### src/rtl/arb_defs.sv
`default_nettype none
// ============================================================================
// Module   : arb_defs
// Brief    : Shared constants and state encodings for the round-robin arbiter.
// Revision : 1.0
// ============================================================================
package arb_defs;

    localparam int         N_REQ    = 4;
    localparam int         IDX_W    = 2;
    localparam logic [0:0] ST_IDLE  = 1'b0;
    localparam logic [0:0] ST_GRANT = 1'b1;

endpackage
`default_nettype wire

### src/rtl/dec2to4.sv
`default_nettype none
// ============================================================================
// Module   : dec2to4
// Brief    : 2-to-4 one-hot decoder with enable; all-zero output when disabled.
// Revision : 1.0
// ============================================================================
module dec2to4 (
    input  logic       enable,
    input  logic [1:0] I,
    output logic [3:0] Z
);

    assign Z = enable ? (4'b0001 << I) : 4'b0000;

endmodule
`default_nettype wire

### src/rtl/rr_arbiter4.sv
`default_nettype none
// ============================================================================
// Module   : rr_arbiter4
// Brief    : Four-requester round-robin arbiter with bounded grant hold time.
// Revision : 1.0
// ============================================================================
module rr_arbiter4
    import arb_defs::*;
#(
    parameter int MAX_HOLD = 8
) (
    input  logic             clk,
    input  logic             reset,
    input  logic [N_REQ-1:0] req,
    output logic [IDX_W-1:0] gnt_idx,
    output logic             gnt_en,
    output logic [N_REQ-1:0] gnt,
    output logic             busy
);

    logic [0:0]       state;
    logic [0:0]       state_nxt;
    logic [IDX_W-1:0] ptr;
    logic [IDX_W-1:0] ptr_nxt;
    logic [IDX_W-1:0] idx_nxt;
    logic [7:0]       cnt;
    logic [7:0]       cnt_nxt;
    logic [IDX_W-1:0] rel_ptr;
    logic             release_now;

    // Rotate so the pointer lands at bit 0, take the lowest set bit, then undo the rotation.
    function automatic logic [IDX_W-1:0] pick_winner(
        input logic [N_REQ-1:0] r,
        input logic [IDX_W-1:0] p
    );
        logic [2*N_REQ-1:0] dbl;
        logic [N_REQ-1:0]   rot;
        logic [IDX_W-1:0]   off;
        dbl = {r, r};
        rot = dbl[p +: N_REQ];
        off = '0;
        for (int k = N_REQ - 1; k >= 0; k--) begin
            if (rot[k]) off = IDX_W'(k);
        end
        return p + off;
    endfunction

    always_ff @(posedge clk) begin
        if (reset) begin
            state   <= ST_IDLE;
            ptr     <= '0;
            cnt     <= '0;
            gnt_idx <= '0;
        end else begin
            state   <= state_nxt;
            ptr     <= ptr_nxt;
            cnt     <= cnt_nxt;
            gnt_idx <= idx_nxt;
        end
    end

    assign release_now = !req[gnt_idx] || (cnt >= 8'(MAX_HOLD));
    assign rel_ptr     = gnt_idx + 1'b1;

    always_comb begin
        state_nxt = state;
        ptr_nxt   = ptr;
        cnt_nxt   = cnt;
        idx_nxt   = gnt_idx;
        case (state)
            ST_IDLE: begin
                if (req != '0) begin
                    idx_nxt   = pick_winner(req, ptr);
                    cnt_nxt   = 8'd1;
                    state_nxt = ST_GRANT;
                end
            end
            default: begin
                if (release_now) begin
                    // Re-arbitrate on the same edge from the advanced pointer.
                    ptr_nxt = rel_ptr;
                    if (req != '0) begin
                        idx_nxt   = pick_winner(req, rel_ptr);
                        cnt_nxt   = 8'd1;
                        state_nxt = ST_GRANT;
                    end else begin
                        cnt_nxt   = '0;
                        state_nxt = ST_IDLE;
                    end
                end else begin
                    cnt_nxt = cnt + 8'd1;
                end
            end
        endcase
    end

    always_comb begin
        gnt_en = (state == ST_GRANT);
        busy   = (state == ST_GRANT);
    end

    dec2to4 u_dec (
        .enable (gnt_en),
        .I      (gnt_idx),
        .Z      (gnt)
    );

endmodule
`default_nettype wire

### config.mk
export PLATFORM = sky130hd
export DESIGN_NAME = rr_arbiter4
export DESIGN_NICKNAME = d
export VERILOG_FILES = /design/src/rtl/arb_defs.sv /design/src/rtl/dec2to4.sv /design/src/rtl/rr_arbiter4.sv
export SDC_FILE = /design/constraint.sdc
export NUM_CORES = 1
export LEC_CHECK = 0
export ABC_AREA = 1
export CAP_MARGIN = 0
export CORE_ASPECT_RATIO = 0.9
export CORE_MARGIN = 4
export CORE_UTILIZATION = 57
export DETAILED_ROUTE_END_ITERATION = 8
export GPL_ROUTABILITY_DRIVEN = 0
export GPL_TIMING_DRIVEN = 0
export PLACE_DENSITY = 0.8
export SYNTH_ARGS = -nofsm -noshare
export SYNTH_HDL_FRONTEND = slang
export SYNTH_HIERARCHICAL = 1
export SYNTH_SLANG_ARGS = --single-unit
### constraint.sdc
create_clock -name clk -period 3.4 [get_ports clk]
set_clock_uncertainty 0.15 [all_clocks]
set_input_delay 0.68 -clock clk [delete_from_list [all_inputs] [get_ports clk]]
set_output_delay 0.68 -clock clk [all_outputs]
set_load 0.005 [all_outputs]
==> Yosys cells after proc, flatten, opt, wreduce, memory -nomap -nowiden <==
Index checks and enable logic that the tools add are counted.
{ "classes": {"add_sub_neg": 4, "n_mul": 0, "div": 0, "order_cmp": 2, "n_eq_ne": 2, "shifts": 3, "mux": 27, "bitwise": 0, "n_reduce_logical": 6} }
{ "ops": {"columns": ["cell", "count"], "rows": [
  ["2-bit two-way mux", 17],
  ["8-bit two-way mux", 3],
  ["8-bit by 3-bit indexed part select with 4-bit output", 2],
  ["8-bit by 1-bit adder with 8-bit output (second input constant)", 1],
  ["8-bit by 4-bit >= comparator with 1-bit output (second input constant)", 1],
  ["1-bit two-way mux", 5],
  ["2-bit adder", 2],
  ["4-bit two-way mux", 1],
  ["2-bit by 1-bit inequality test with 1-bit output (second input constant)", 2],
  ["4-bit nonzero test", 1],
  ["1-bit by 2-bit left shift with 4-bit output (first input constant)", 1],
  ["2-bit by 3-bit < comparator with 1-bit output (second input constant)", 1],
  ["3-bit AND reduction", 1],
  ["2-bit by 1-bit adder with 2-bit output (second input constant)", 1],
  ["1-bit binary-select mux with 2-bit select", 1],
  ["2-bit AND reduction", 1],
  ["2-bit nonzero test", 1],
  ["1-bit zero test", 1],
  ["1-bit logical OR", 1]
]} }
{ "totals": {"reg_bits": 13, "latchBits": 0, "mem_bits_rw": 0, "rom_bits": 0, "inputBits": 6, "out_inout_bits": 8, "word_cells": 48, "memories": 0} }

==> Longest topological paths before layout <==
{ "logic_depth": {"depth_word": 13, "depth_mapped": 15, "depth_no_buf": 14} }

==> Cells and area by module <==
The synthesis kept the hierarchy.
{ "by_module_without_submodules": {"columns": ["module", "n_inst", "cells_per_inst", "area_per_inst_um2"], "rows": [
  ["rr_arbiter4", 1, 157, 994.7],
  ["dec2to4", 1, 8, 30.0]
]} }

==> Worst setup path after synthesis <==
No wires, ideal clock.
{ "synth_path": {"path_kind": "input to register", "startpoint": "input port req[3]", "endpoint": "register gnt_idx[1]", "setup_time_ps": 115, "arrival_time_ps": 1761, "t_required_ps": 3135, "slack_ps": 1374, "cell_stages": 13, "n_path_buf": 0, "path_cell_list": "nand2_1 nand2_2 inv_2 nand2_4 a31oi_1 nor2_1 ha_1 xor2_1 nand3_1 nand2_1 nor2_1 nor2_1 nor2_1"} }
{ "synth_between": {"elab_chain_len": 12, "word_cells_on_any_way": 30, "classes_between": "2 x add/sub; 2 x eq/ne; 2 x shift; 19 x mux; 5 x reduce/logical"} }
{ "synth_rtl": {"columns": ["element", "line_no", "text"], "rows": [
  ["start, declared", "rr_arbiter4.sv:14", "input logic [N_REQ-1:0] req,"],
  ["8-bit by 3-bit indexed part select with 4-bit output", "rr_arbiter4.sv:40", "rot = dbl[p +: N_REQ];"],
  ["2-bit two-way mux (4 in a row)", "rr_arbiter4.sv:43", "if (rot[k]) off = IDX_W'(k);"],
  ["2-bit two-way mux", "rr_arbiter4.sv:82", "if (req != '0) begin"],
  ["2-bit two-way mux", "rr_arbiter4.sv:79", "if (release_now) begin"],
  ["2-bit two-way mux", "rr_arbiter4.sv:70", "case (state)"],
  ["2-bit adder", "rr_arbiter4.sv:45", "return p + off;"],
  ["2-bit two-way mux", "rr_arbiter4.sv:82", null],
  ["2-bit two-way mux", "rr_arbiter4.sv:79", null],
  ["2-bit two-way mux", "rr_arbiter4.sv:70", null],
  ["end signal, assigned", "rr_arbiter4.sv:58", "gnt_idx <= idx_nxt;"],
  ["end, declared", "rr_arbiter4.sv:15", "output logic [IDX_W-1:0] gnt_idx,"]
]} }
Several ways; a longest one is shown, not always the timed one. The select of a mux whose other input is x is not followed.
A chain may end at the register's enable or synchronous reset.

==> Worst setup path after layout <==
Same ends and word-level chain as after synthesis.

==> flow_metrics.env <==
export IMPL_worstPathArrival_ns=2.48
export IMPL_post_route_cells_drive_above_1_share_pct=14.3
export IMPL_route_detailed_drc=0
export IMPL_endpoint_kind="register"
export IMPL_ctsHoldBuffers=0
export IMPL_path_max_fanout=5
export IMPL_fp_dieW_um=52.7
export IMPL_fin_crit_sh_pct=72.2
export IMPL_layout_area_overhead_vs_synth_pct=18.2
export IMPL_synth_cell_types=24
export IMPL_antenna_found_initial=0
export IMPL_hold_viol_final=0
export IMPL_critPathLaunchType="input port"
export IMPL_worstPathRequired_ns=3.42
export IMPL_maxCapViolations=0
export IMPL_synth_seq_cells=13
export IMPL_drt_wl_total_um=2110
export IMPL_clk_latency_ns=0.27
export IMPL_crit_path_start="req[3]"
export IMPL_grt_pass1_vias=899
export IMPL_synth_edf_count=0
export IMPL_avgViaCountPerCell=4.90
export IMPL_rsz0062_at_grt="no"
export IMPL_cpPeakStageDelay_ns=0.56
export IMPL_hp_start="cnt[6]"
export IMPL_power_internal_w=0.000452
export IMPL_hp_class="register to register"
export IMPL_grt_use_total_pct=20.0
export IMPL_vdd_drop_max_mv=0.496
export IMPL_die_h_um=48.2
export IMPL_finalSetupTns_ns=0
export IMPL_antennaDiodeCount=0
export IMPL_postSynthNetCount=175
export IMPL_io_pins=14
export IMPL_cp_slowest_cell="clkdlybuf4s50_1"
export IMPL_clockPowerShare_pct=10.7
export IMPL_syn_inst=165
export IMPL_setup_viol=0
export IMPL_crit_chain="clkdlybuf4s50_1 > inv_1 > nand2_1 > nand2_1 > nand2_1 > o21ai_2 > a31oi_1 > nor2_1 > ha_1 > xor2_1 > nand3_1 > nand2_1 > nor2_1 > nor2_1 > nor2_1"
export IMPL_tritoncts="yes"
export IMPL_ys_seq_area_share_pct=25.4
export IMPL_synth_warnings=6
export IMPL_p_sw_w=0.000423
export IMPL_period_minus_slack_ns=2.46
export IMPL_rows=14
export IMPL_crit_type="input port to register"
export IMPL_dr_pass1_iters=4
export IMPL_maxSlewHeadroom_pct=71.4
export IMPL_final_nets=193
export IMPL_worst_pin_slew_ns=0.427
export IMPL_gr_total_overflow=0
export IMPL_async_flop_share_pct=0
export IMPL_crit_family="buffers and inverters"
export IMPL_cts_post_setup_buffers_inserted=0
export IMPL_cts_resized=0
export IMPL_numPortBuffers=13
export IMPL_final_cell_area_um2=1210
export IMPL_design_core_area_um2=1680
export IMPL_vias=1010
export IMPL_slew_violations=0
export IMPL_swShare_pct=48.3
export IMPL_synthesis_area_um2=1020
export IMPL_clock_sinks=13
export IMPL_powerDensity_nw_per_um2=722
export IMPL_r2r_start="gnt_idx[1]"
export IMPL_clkTransAtPathRegs_ns=0.07
export IMPL_critPathBufInv=2
export IMPL_fmax_mhz=407
export IMPL_grt_pass1_wl_um=3770
export IMPL_dpl_cell_area_um2=1180
export IMPL_drt_iter0_markers=27
export IMPL_clock_path_buffers=2
export IMPL_synth_area_per_cell_um2=6.21
export IMPL_comb_power_share_pct=64.9
export IMPL_p_leak_nw=0.605
export IMPL_clockRootBuffer="clkbuf_4"
export IMPL_h_tree_depth=1
export IMPL_cts_buffers=3
export IMPL_status="complete, no violations"
export IMPL_seqPwrFrac_pct=24.4
export IMPL_post_drt_wl_per_cell_um=10.2
export IMPL_start_util_pct=60.9
export IMPL_dp_hpwl_um=1710
export IMPL_synth_ff_type="dfxtp_1"
export IMPL_grt_max_degree=12
export IMPL_ant_nets=0
export IMPL_die_area_um2=2540
[path summary, 6_finish.rpt]
check	endpoint	slack [ns]	depth (start not counted)
max	gnt_idx[1]	0.94	15
min	cnt[6]	0.29	2
min reg2reg	cnt[6]	0.29	2
max reg2reg	gnt_idx[1]	1.30	14
[logic make-up after synthesis]
group | Yosys count | share of synthesized area [%]
and+or+nand+nor | 108 | 49.3
buffers and inverters | 22 | 9.89
AOI/OAI and AO/OA | 16 | 8.79
DFF | 13 | 25.4
adders and majority gates | 4 | 4.88
xor gates and xnor gates | 2 | 1.71
[cell usage in the layout (no fill, tap or decap), drive strengths merged, types with 2 or more instances in the layout]
cell,count
nor2,20
clkbuf,4
dfxtp,13
clkdlybuf4s50,13
nand2,72
o21ai,6
ha,4
nand3,15
buf,2
a21oi,7
inv,20
[routing by layer]
layer / GRT usage (%) / wire [um] / share of wire, % / vias up
met4: 1.53 / 5 / 0.24 / 0
met2: 37.1 / 1000 / 48 / 20
met3: 4.59 / 110 / 5.2 / 2
met1: 25.0 / 987 / 47 / 440
met5: 0 / 0 / 0 / -
li1: - / - / - / 548
[worst reg2reg max path: stages (launching register included)]
cell and delay [ns]:
dfxtp_1 0.50, inv_2 0.09, nand2_1 0.11, nand2_4 0.09, nand2_1 0.06, nand2_1 0.07, a31oi_1 0.15, nor2_1 0.06
ha_1 0.18, xor2_1 0.18, nand3_1 0.10, nand2_1 0.06, nor2_1 0.04, nor2_1 0.09, nor2_1 0.04
[synthesized netlist by cell type, types with 2 or more instances]
library cell | number | share of area [%]
inv_1 | 15 | 5.5
inv_2 | 4 | 1.5
o21ai_1 | 2 | 0.98
nor2_1 | 18 | 6.6
o21ai_0 | 3 | 1.5
nand2_1 | 60 | 22
a21oi_1 | 7 | 3.4
ha_1 | 4 | 4.9
nand3_1 | 15 | 7.3
dfxtp_1 | 13 | 25
nand2_4 | 5 | 5.5
nand2_2 | 7 | 4.3
[power by group through the flow]
stage / registers, W / clock network (W) / logic, W
after global placement: 0.000214 / 0 / 0.000542
after detailed placement: 0.000217 / 0 / 0.000564
after global routing: 0.000218 / 0.000104 / 0.000647
after floorplan: 0.000209 / 0 / 0.000446
after CTS: 0.000212 / 0.0000938 / 0.000567
final: 0.000213 / 0.0000934 / 0.000568
[registers in the layout (all words and copies together) (netlist names)]
register and flops:
cnt 8, gnt_idx 2, busy 1, ptr 2
[metrics by stage]
stage,setup slack [ns],utilization (%),hold WS (ns),instances,total power [W]
after floorplan,1.37,-,0.269,165,0.000656
after global placement,0.707,70.5,0.276,202,0.000756
after detailed placement,0.661,70.5,0.280,202,0.000781
after CTS,0.947,72.0,0.292,206,0.000873
after global routing,0.712,72.0,0.319,206,0.000968
final,0.945,72.0,0.290,206,0.000874
[layout make-up]
| cell class | instances | area (um2) |
|---|---|---|
| Buffer | 2 | 18.8 |
| Clock buffer | 4 | 26.3 |
| Fill cell | 140 | 470 |
| Inverter | 20 | 82.6 |
| Multi-Input combinational cell | 130 | 663 |
| Sequential cell | 13 | 260 |
| Tap cell | 24 | 30.0 |
| Timing Repair Buffer | 13 | 130 |
(Power assumes the default switching activity.)
